===== src/rtl/fsk_frame_sync.sv =====
// Frame synchroniser behind the FSK demodulator. It takes one bit per symbol window and
// hunts for the sync word. After sync it deserialises a fixed-length payload into bytes, MSB first.
module fsk_frame_sync #(
  parameter int          WIN_LEN     = 16,
  parameter int          SYNC_LEN    = 16,
  parameter logic [15:0] SYNC_WORD   = 16'hEB90,
  parameter int          FRAME_BYTES = 4
) (
  input  logic       sysclk,
  input  logic       reset,
  input  logic       sig_enable,
  input  logic       sig_reb,
  output logic       bit_strobe,
  output logic       frame_sync,
  output logic [7:0] data_out,
  output logic       data_valid,
  output logic       frame_done
);

  localparam int PH_W = (WIN_LEN > 1) ? $clog2(WIN_LEN) : 1;
  localparam int HC_W = $clog2(SYNC_LEN + 1);
  localparam logic [PH_W-1:0]     PH_LAST   = PH_W'(WIN_LEN - 1);
  localparam logic [HC_W-1:0]     HC_FULL   = HC_W'(SYNC_LEN);
  localparam logic [SYNC_LEN-1:0] SYNC_PAT  = SYNC_WORD[SYNC_LEN-1:0];
  localparam logic [7:0]          LAST_BYTE = 8'(FRAME_BYTES);

  typedef enum logic {HUNT, RECV} state_t;

  state_t              state_q, state_d;
  logic [PH_W-1:0]     phase;
  logic                win_seen;
  logic [SYNC_LEN-1:0] sync_sr, sync_nxt;
  logic [HC_W-1:0]     hunt_cnt, hunt_nxt;
  logic [6:0]          byte_sr;
  logic [7:0]          byte_asm;
  logic [2:0]          bit_cnt;
  logic [7:0]          byte_cnt, byte_cnt_nxt;
  logic                sample_p0, sync_hit, byte_end, frame_end;

  // p0: sample decision and next-state evaluation on the window boundary
  assign sample_p0    = sig_enable && (phase == '0) && win_seen;
  assign sync_nxt     = SYNC_LEN'({sync_sr, sig_reb});
  assign hunt_nxt     = (hunt_cnt == HC_FULL) ? hunt_cnt : HC_W'(hunt_cnt + 1'b1);
  assign byte_asm     = {byte_sr, sig_reb};
  assign byte_cnt_nxt = byte_cnt + 8'd1;
  assign frame_sync   = (state_q == RECV);

  always_comb begin
    state_d   = state_q;
    sync_hit  = 1'b0;
    byte_end  = 1'b0;
    frame_end = 1'b0;
    if (!sig_enable) begin
      state_d = HUNT;
    end else if (sample_p0) begin
      case (state_q)
        HUNT: begin
          if (hunt_nxt == HC_FULL && sync_nxt == SYNC_PAT) begin
            sync_hit = 1'b1;
            state_d  = RECV;
          end
        end
        RECV: begin
          if (bit_cnt == 3'd7) begin
            byte_end = 1'b1;
            if (byte_cnt_nxt == LAST_BYTE) begin
              frame_end = 1'b1;
              state_d   = HUNT;
            end
          end
        end
        default: state_d = HUNT;
      endcase
    end
  end

  always_ff @(posedge sysclk or negedge reset) begin
    if (!reset) state_q <= HUNT;
    else        state_q <= state_d;
  end

  // The first window after enable rises is only used to align the phase, so it yields no sample.
  always_ff @(posedge sysclk or negedge reset) begin
    if (!reset) begin
      phase    <= '0;
      win_seen <= 1'b0;
    end else if (!sig_enable) begin
      phase    <= '0;
      win_seen <= 1'b0;
    end else if (phase == PH_LAST) begin
      phase    <= '0;
      win_seen <= 1'b1;
    end else begin
      phase    <= phase + 1'b1;
    end
  end

  // p1: registered strobes and the shift/deserialise state
  always_ff @(posedge sysclk or negedge reset) begin
    if (!reset) begin
      bit_strobe <= 1'b0;
      data_valid <= 1'b0;
      frame_done <= 1'b0;
      data_out   <= '0;
      sync_sr    <= '0;
      hunt_cnt   <= '0;
      byte_sr    <= '0;
      bit_cnt    <= '0;
      byte_cnt   <= '0;
    end else begin
      bit_strobe <= sample_p0;
      data_valid <= byte_end;
      frame_done <= frame_end;
      if (!sig_enable) begin
        sync_sr  <= '0;
        hunt_cnt <= '0;
        byte_sr  <= '0;
        bit_cnt  <= '0;
        byte_cnt <= '0;
      end else if (sample_p0) begin
        if (state_q == HUNT) begin
          sync_sr  <= sync_nxt;
          hunt_cnt <= hunt_nxt;
          if (sync_hit) begin
            bit_cnt  <= '0;
            byte_cnt <= '0;
          end
        end else begin
          byte_sr <= byte_asm[6:0];
          bit_cnt <= bit_cnt + 3'd1;
          if (byte_end) begin
            data_out <= byte_asm;
            byte_cnt <= byte_cnt_nxt;
          end
          // Each frame must be preceded by a full, fresh sync word.
          if (frame_end) begin
            sync_sr  <= '0;
            hunt_cnt <= '0;
          end
        end
      end
    end
  end

endmodule

===== config.mk =====
export PLATFORM = sky130hd
export DESIGN_NAME = fsk_frame_sync
export DESIGN_NICKNAME = d
export VERILOG_FILES = /design/src/rtl/fsk_frame_sync.sv
export SDC_FILE = /design/constraint.sdc
export NUM_CORES = 1
export LEC_CHECK = 0
export CORE_UTILIZATION = 53
export CTS_BUF_LIST = sky130_fd_sc_hd__clkbuf_8 sky130_fd_sc_hd__clkbuf_16
export DETAILED_ROUTE_END_ITERATION = 6
export PLACE_DENSITY = 0.78
export SLEW_MARGIN = 10
export SYNTH_ARGS = -nofsm -noshare
export SYNTH_HDL_FRONTEND = slang
export SYNTH_SLANG_ARGS = --single-unit

===== constraint.sdc =====
create_clock -name sysclk -period 1.9 [get_ports sysclk]
set_input_delay 0.19 -clock sysclk [delete_from_list [all_inputs] [get_ports sysclk]]
set_output_delay 0.19 -clock sysclk [all_outputs]
set_load 0.05 [all_outputs]

== Word-level counts from Yosys, hierarchy flattened ==
Index checks and enable logic that the tools add are counted.
W data, S select, Z words.

* Output and inout port bits: 12
* Flip-flop bits (word level): 55
* Input bits: 4
* Word-level logic and storage cells: 81

* Equal/unequal tests: 12
* Bitwise gates (word level): 1
* Muxes and demuxes: 43
* Reductions and logical operators: 9
* Add/subtract/negate cells: 4

{| class="wikitable"
|+ Operators with widths
! kind !! number
|-
| $mux W15 || 4
|-
| $mux W8 || 5
|-
| $mux W5 || 5
|-
| $mux W7 || 3
|-
| $mux W1 || 19
|-
| $eq A16 B16 Y1 const B || 1
|-
| $mux W3 || 4
|-
| $eq A5 B5 Y1 const B || 2
|-
| $add A8 B1 Y8 const B || 1
|-
| $eq A8 B3 Y1 const B || 1
|-
| $mux W4 || 2
|-
| $ne A2 B1 Y1 const B || 3
|-
| $ne A3 B2 Y1 const B || 2
|-
| $reduce_and A2 Y1 || 3
|-
| $add A5 B1 Y5 const B || 1
|-
| $add A4 B1 Y4 const B || 1
|-
| $eq A4 B4 Y1 const B || 1
|-
| $logic_not A4 Y1 || 1
|-
| $reduce_and A4 Y1 || 1
|-
| $add A3 B1 Y3 const B || 1
|-
| $eq A3 B3 Y1 const B || 1
|-
| $logic_and A1 B1 Y1 || 3
|-
| $ne A3 B1 Y1 const B || 1
|-
| $reduce_and A3 Y1 || 1
|-
| 2 further kinds || 2
|}

== Depth between registers and ports, before layout ==
* Word-level depth: 12
* Depth in mapped cells: 10
* Gate-level depth less buffers: 10

== Worst setup path before layout ==
Ideal clock, no wire load.

* Path type: register to register
* From: reg state_q, in the netlist frame_sync
* To: reg sync_sr[10]
* Clock period less this slack: 2041 ps
* Setup slack: -141 ps
* Arrival time: 1920 ps
* Cell stages (with the launch flop): 7
* Setup time: 121 ps
* Path through: dfrtp_1 -> clkbuf_1 -> nand4_1 -> nor4_4 -> o21ai_4 -> buf_6 -> a22o_1

* Longest elaborated chain between the ends: 5

{| class="wikitable"
|+ Ends and longest elaborated chain
! element !! line !! source
|-
| start, declared || 29 || <nowiki>state_t state_q, state_d;</nowiki>
|-
| start signal, assigned || 79 || <nowiki>else state_q <= state_d;</nowiki>
|-
| $mux W1 || 56 || <nowiki>case (state_q)</nowiki>
|-
| $mux W1 || 55 || <nowiki>end else if (sample_p0) begin</nowiki>
|-
| $mux W1 || 53 || <nowiki>if (!sig_enable) begin</nowiki>
|-
| $ne A3 B2 Y1 (no line) || n/a ||
|-
| $reduce_and A2 Y1 (no line) || n/a ||
|-
| end signal, assigned || 122 || <nowiki>sync_sr <= sync_nxt;</nowiki>
|-
| end, declared || 32 || <nowiki>logic [SYNC_LEN-1:0] sync_sr, sync_nxt;</nowiki>
|}

Parallel ways exist; a longest one is shown, timed or not. The select of a mux whose other input is x is not followed.
A chain may end at the register's enable or synchronous reset.

== Worst setup path after layout ==
* From: reg hunt_cnt[1]
* To: reg bit_cnt[0]

* Longest elaborated chain between the ends: 10

{| class="wikitable"
|+ Ends and longest elaborated chain
! element !! line !! source
|-
| start, declared || 33 || <nowiki>logic [HC_W-1:0] hunt_cnt, hunt_nxt;</nowiki>
|-
| start signal, assigned || 123 || <nowiki>hunt_cnt <= hunt_nxt;</nowiki>
|-
| $add A5 B1 Y5 or $eq A5 B5 Y1 (tied branches) || 43 || <nowiki>assign hunt_nxt = (hunt_cnt == HC_FULL) ? hunt_cnt : HC_W'(hunt_cnt + 1'b1);</nowiki>
|-
| $mux W5 (*) || 43 ||
|-
| $eq A5 B5 Y1 (*) || 58 || <nowiki>if (hunt_nxt == HC_FULL && sync_nxt == SYNC_PAT) begin</nowiki>
|-
| $logic_and A1 B1 Y1 (*) || 58 ||
|-
| $mux W1 (*) || 58 ||
|-
| $mux W1 (*) || 56 ||
|-
| $mux W1 (*) || 55 ||
|-
| $mux W1 (*) || 53 ||
|-
| $ne A3 B1 Y1 (no line) (*) || n/a ||
|-
| $reduce_and A2 Y1 (no line) (*) || n/a ||
|-
| end signal, assigned || 130 || <nowiki>bit_cnt <= bit_cnt + 3'd1;</nowiki>
|-
| end, declared || 36 || <nowiki>logic [2:0] bit_cnt;</nowiki>
|}

Every way passes the cells marked *; elsewhere a longest branch is shown, timed or not.

==> flow_metrics.env <==
export IMPL_status="complete, but fails checks"
export IMPL_violations="negative setup slack"
export IMPL_tritoncts="yes"
export IMPL_n_antenna_cell=0
export IMPL_peakVddDrop_v=0.0005177
export IMPL_antenna_found_initial=0
export IMPL_synth_edf_count=0
export IMPL_synth_top_cells_by_count="dfrtp_1 (55), nand2_1 (49), a22o_1 (19)"
export IMPL_grt_pass1_vias=2094
export IMPL_grt_pass1_wl_um=9887
export IMPL_synth_seq_area_share_pct=53.14
export IMPL_ys_seq_elements=55
export IMPL_drv_slew=0
export IMPL_clkTransAtPathRegs_ns=0.09
export IMPL_total_power_mw=2.061
export IMPL_criticalPathCategory="reg -> reg"
export IMPL_die_w_um=71.91
export IMPL_start_kind="flop"
export IMPL_syn_inst=246
export IMPL_grt_start_max_net_pins=29
export IMPL_initial_utilization_pct=54.83
export IMPL_final_util_pct=73.01
export IMPL_nNetsFinal=325
export IMPL_syn_num_nets=258
export IMPL_drive_gt1_share_pct=30.89
export IMPL_place_congestion=0.8274
export IMPL_io_buffers=15
export IMPL_synth_distinct_cells=48
export IMPL_synth_top_cell_area_share_pct=53.14
export IMPL_setup_viol_count_final=8
export IMPL_grt_overflow=0
export IMPL_synth_most_common_cell="dfrtp_1"
export IMPL_syn_area_per_cell_um2=10.53
export IMPL_cts_sinks=55
export IMPL_wire_per_inst_um=15.31
export IMPL_skew_ns=0.007628
export IMPL_endpoint_kind="flop"
export IMPL_ios=16
export IMPL_routed_wl_um=5834
export IMPL_ys_warn_count=0
export IMPL_hold_viol_final=0
export IMPL_async_reset_ff_share_pct=100.0
export IMPL_place_hpwl_um=3867
export IMPL_max_slew_margin_pct=65.41
export IMPL_cts_root_buffer_cell="clkbuf_8"
export IMPL_post_route_period_util_pct=103.0
export IMPL_path_max_fanout=4
export IMPL_synth_top_area_cell="dfrtp_1"
export IMPL_drt_iter0_markers=131
export IMPL_cts_buffers=5
export IMPL_clk_latency_ns=0.31
export IMPL_hold_path_class="in -> async"
export IMPL_worst_slew_pin_slew_ns=0.5172
export IMPL_fin_setup_tns_ns=-0.2490
export IMPL_die_y_um=71.91
export IMPL_cts_max_level=2
export IMPL_fmax_ghz=0.5110
export IMPL_synth_area_mm2=0.002590
export IMPL_drc=0
export IMPL_dr_pass1_iters=4
export IMPL_row_count=25
export IMPL_synthTopCellsByArea="dfrtp_1 (53%), nand2_1 (7.1%), a22o_1 (6.4%)"
export IMPL_syn2layout_area_growth_pct=33.14
export IMPL_ant_nets=0
export IMPL_dieArea_mm2=0.005170
export IMPL_final_area_mm2=0.003448
export IMPL_pwr_density_cell_mw_per_mm2=597.6
export IMPL_cts_path_max_buffers=2
export IMPL_cap_violations=0
export IMPL_setup_slack_ns=-0.05699
export IMPL_cp_required_ns=2.12
export IMPL_fin_crit_ns=1.957
export IMPL_synth_ff_type="dfrtp_1"
export IMPL_grt_usage_pct=24.97
export IMPL_vias_per_cell=5.633
export IMPL_core_mm2=0.004723
export IMPL_power_leakage_nw=1.667
export IMPL_placed_cell_area_mm2=0.003083
export IMPL_rsz0062_at_grt="true"
export IMPL_via_count=2146
export IMPL_crit_arrival_ns=2.18
sequential cells by signal, summed over array words and instances (netlist names):
register,count
bit_cnt,3
byte_cnt,8
hunt_cnt,5
data_out,8
bit_strobe,1
sync_sr,15
byte_sr,7
phase,4
win_seen,1
data_valid,1
frame_sync,1
frame_done,1
worst paths after layout:
path / from / endpoint / slack (ns) / depth (start not counted)
max: hunt_cnt[1]$_DFFE_PN0P_ / bit_cnt[0]$_DFFE_PN0P_ / -0.06 / 9
max in group asynchronous: reset / byte_cnt[0]$_DFFE_PN0P_ / 1.19 / 3
min: reset / phase[3]$_DFF_PN0_ / 0.19 / 2
min reg2reg: byte_sr[6]$_DFFE_PN0P_ / data_out[7]$_DFFE_PN0P_ / 0.48 / 2
max reg2reg: hunt_cnt[1]$_DFFE_PN0P_ / bit_cnt[0]$_DFFE_PN0P_ / -0.06 / 9
min in group sysclk: byte_sr[6]$_DFFE_PN0P_ / data_out[7]$_DFFE_PN0P_ / 0.48 / 2
stage by stage:
| stage | setup WS [ns] | std cells | hold slack, ns |
|---|---|---|---|
| floorplan | -0.03068 | 246 | -0.1056 |
| global placement | -0.1210 | 358 | -0.01697 |
| detailed placement | -0.2445 | 358 | -0.01283 |
| CTS | -0.08754 | 379 | 0.1942 |
| global route | -0.1613 | 381 | 0.1935 |
| finish | -0.05699 | 381 | 0.1930 |
report_power, final:
group	switching, mW	total (mW)	leakage (nW)	internal [mW]
combinational	0.0580	0.0930	0.851	0.0350
sequential	0.00299	1.18	0.758	1.17
clock	0.390	0.790	0.0587	0.400
timing repair:
item                                    4_1_cts  5_1_grt
cloned                                        1        0
setup buffers                                12        2
resized for setup                            14       17
hold endpoints to repair                     55        0
hold buffers                                  1        0
endpoints found under the setup margin       32       39
pin swaps                                    11       17
kinds of logic after synthesis:
group	after synthesis	share of synthesized area, %
buf+inv	19	3.140
xor+xnor	8	3.285
fa+ha+maj	8	3.865
compound gates	54	16.28
flops	55	53.14
simple gates	102	20.29
critical path, cell delays in order (launching register included):
cell	delay, ns
dfrtp_1	0.41
inv_2	0.07
ha_4	0.25
nor2_4	0.09
nand4_1	0.14
nor4_4	0.34
buf_4	0.17
o21ai_2	0.07
and2_4	0.15
o32ai_2	0.18
layout make-up:
class / count / area, um^2
clock buffers: 5 / 68.82
clock inverters: 3 / 47.55
fillers: 317 / 1275
inverters: 10 / 37.54
multi-input cells: 173 / 1271
flip-flops and latches: 55 / 1383
well taps: 67 / 83.83
repair buffers: 68 / 556.8
routing by layer:
metal  track usage [%]  vias up  wire length, um
li1                  -     1008                -
met1             32.24     1074             2503
met2             42.14       48             2992
met3             4.861       16              180
met4             9.368        0              158
met5                 0        -                0
layout by cell type (no fill, tap or decap), drive strengths merged, types with 2 or more instances in the layout:
master	count
xor2	3
and2	3
ha	8
nand3b	2
a21oi	3
nand4	2
nor4	2
o31a	2
nor4b	2
a22o	19
o211ai	6
o22ai	2
nor2b	2
clkdlybuf4s50	14
nand2	49
nand3	18
and3	3
o21ai	15
nor2	12
buf	53
clkbuf	5
nor3	3
inv	11
xnor2	5
dfrtp	55
a32o	2
Power figures use the tool's default switching activity.
==> variant, RTL diff (config.mk and constraints unchanged) <==
Set the parameter `WIN_LEN` to 8 (it was 16).
--- a/src/rtl/fsk_frame_sync.sv
+++ b/src/rtl/fsk_frame_sync.sv
@@ -2,5 +2,5 @@
 // hunts for the sync word. After sync it deserialises a fixed-length payload into bytes, MSB first.
 module fsk_frame_sync #(
-  parameter int          WIN_LEN     = 16,
+  parameter int          WIN_LEN     = 8,
   parameter int          SYNC_LEN    = 16,
   parameter logic [15:0] SYNC_WORD   = 16'hEB90,
Function: changed (Yosys sat finds a counterexample within 10 cycles, from zero or initial values and one cycle with reset low).
==> variant against the unedited design <==
The flow still finishes with violations (setup timing); wire length rose by 20%; power fell by 6.7%; combinational power fell by 6.6%; fmax fell by 2.0%; sequential cell count fell by 1; setup slack got worse by 0.040 ns; via count rose by 22%; clock power fell by 14%; area after synthesis rose by 10%; final area rose by 3.5%; count of clock-buffer cells in the layout did not move; critical path type unchanged; largest cell class is now multi-input gates.
==> variant: results (changes against the unedited design) <==
compound-gate portion of the synthesized area=14.8% (-1.4 points); Setup WS pre-CTS=-0.433 ns (-0.188 ns); Layout Nets=397 (+22%); Final Worst Setup Slack=-0.0969 ns (-0.0399 ns); post-synthesis adder-cell area fraction=3.94% (+0.076 points); cell leakage power=1.53 nW (-8.1%); Reg clk slew, reported paths=0.11 ns (+0.02 ns); total negative slack=-0.977 ns (-0.728 ns); dpl hpwl=4270 um (+10%); failing checks=setup timing; clk_skew=0.0106 ns (+0.00296 ns); Syn Area/Cell=8.43 sq um (-20%); met1 GRT Util=32.9% (+0.64 points); crit path from=sync_sr[5]; Final setup viols=12 (+4); Crit path largest cell delay=0.57 ns (+0.16 ns); hold slack final=0.326 ns (+0.133 ns); vias per inst=5.73 (+1.8%); vias in the first global route=2,317 (+11%); crit-path max FO=7 (+3); Syn Nets=352 (+36%); met3 GRT Util=5.16% (+0.30 points); Layout fillers=407 (+28%); Non-Filler Instances=455 (+19%); Total Routing Usage GR=25.6% (+0.62 points); RePlAce Congestion=0.842 (+1.8%); reg2reg end=byte_cnt[4]; post-synthesis mux area share=0.701% (+0.70 points); status=complete, but fails checks; layout cell share with drive strength beyond 1=19.2% (-12 points); Iteration-0 DRC Markers=251 (+92%); GR Util met2=41.6% (-0.57 points); worst rel slew slack=66.3% (+0.90 points); FF-to-FF path depth=6 (-3)
==> variant: report_power, final <==
part	total, mW	internal (mW)	switching [mW]
Combinational	0.0869	0.0294	0.0575
Clock	0.678	0.264	0.413
Sequential	1.16	1.15	0.00349
Total	1.92	1.45	0.474
==> variant: final cells by class <==
cell class | count | area, sq um | share of cell area, %
Inverter | 15 | 56.3 | 1.58
Tap cell | 70 | 87.6 | 2.45
Clock inverter | 3 | 23.8 | 0.666
Clock buffer | 5 | 68.8 | 1.93
Multi-Input combinational cell | 248 | 1460 | 41.0
Timing Repair Buffer | 60 | 518 | 14.5
Sequential cell | 54 | 1350 | 37.9
==> variant: timing repair <==
item / in CTS / in global routing
setup buffers: 1 / 4
hold buffers: 1 / 0
setup endpoints to repair: 12 / 33
hold endpoints to repair: 17 / 0
pin swaps: 10 / 6
resized for setup: 18 / 7
==> variant: per-layer routing <==
metal / share of wire, % / up-vias
li1: - / 1245
met1: 44 / 1262
met2: 48 / 79
met3: 4.5 / 23
met4: 3.1 / 0
met5: 0 / -
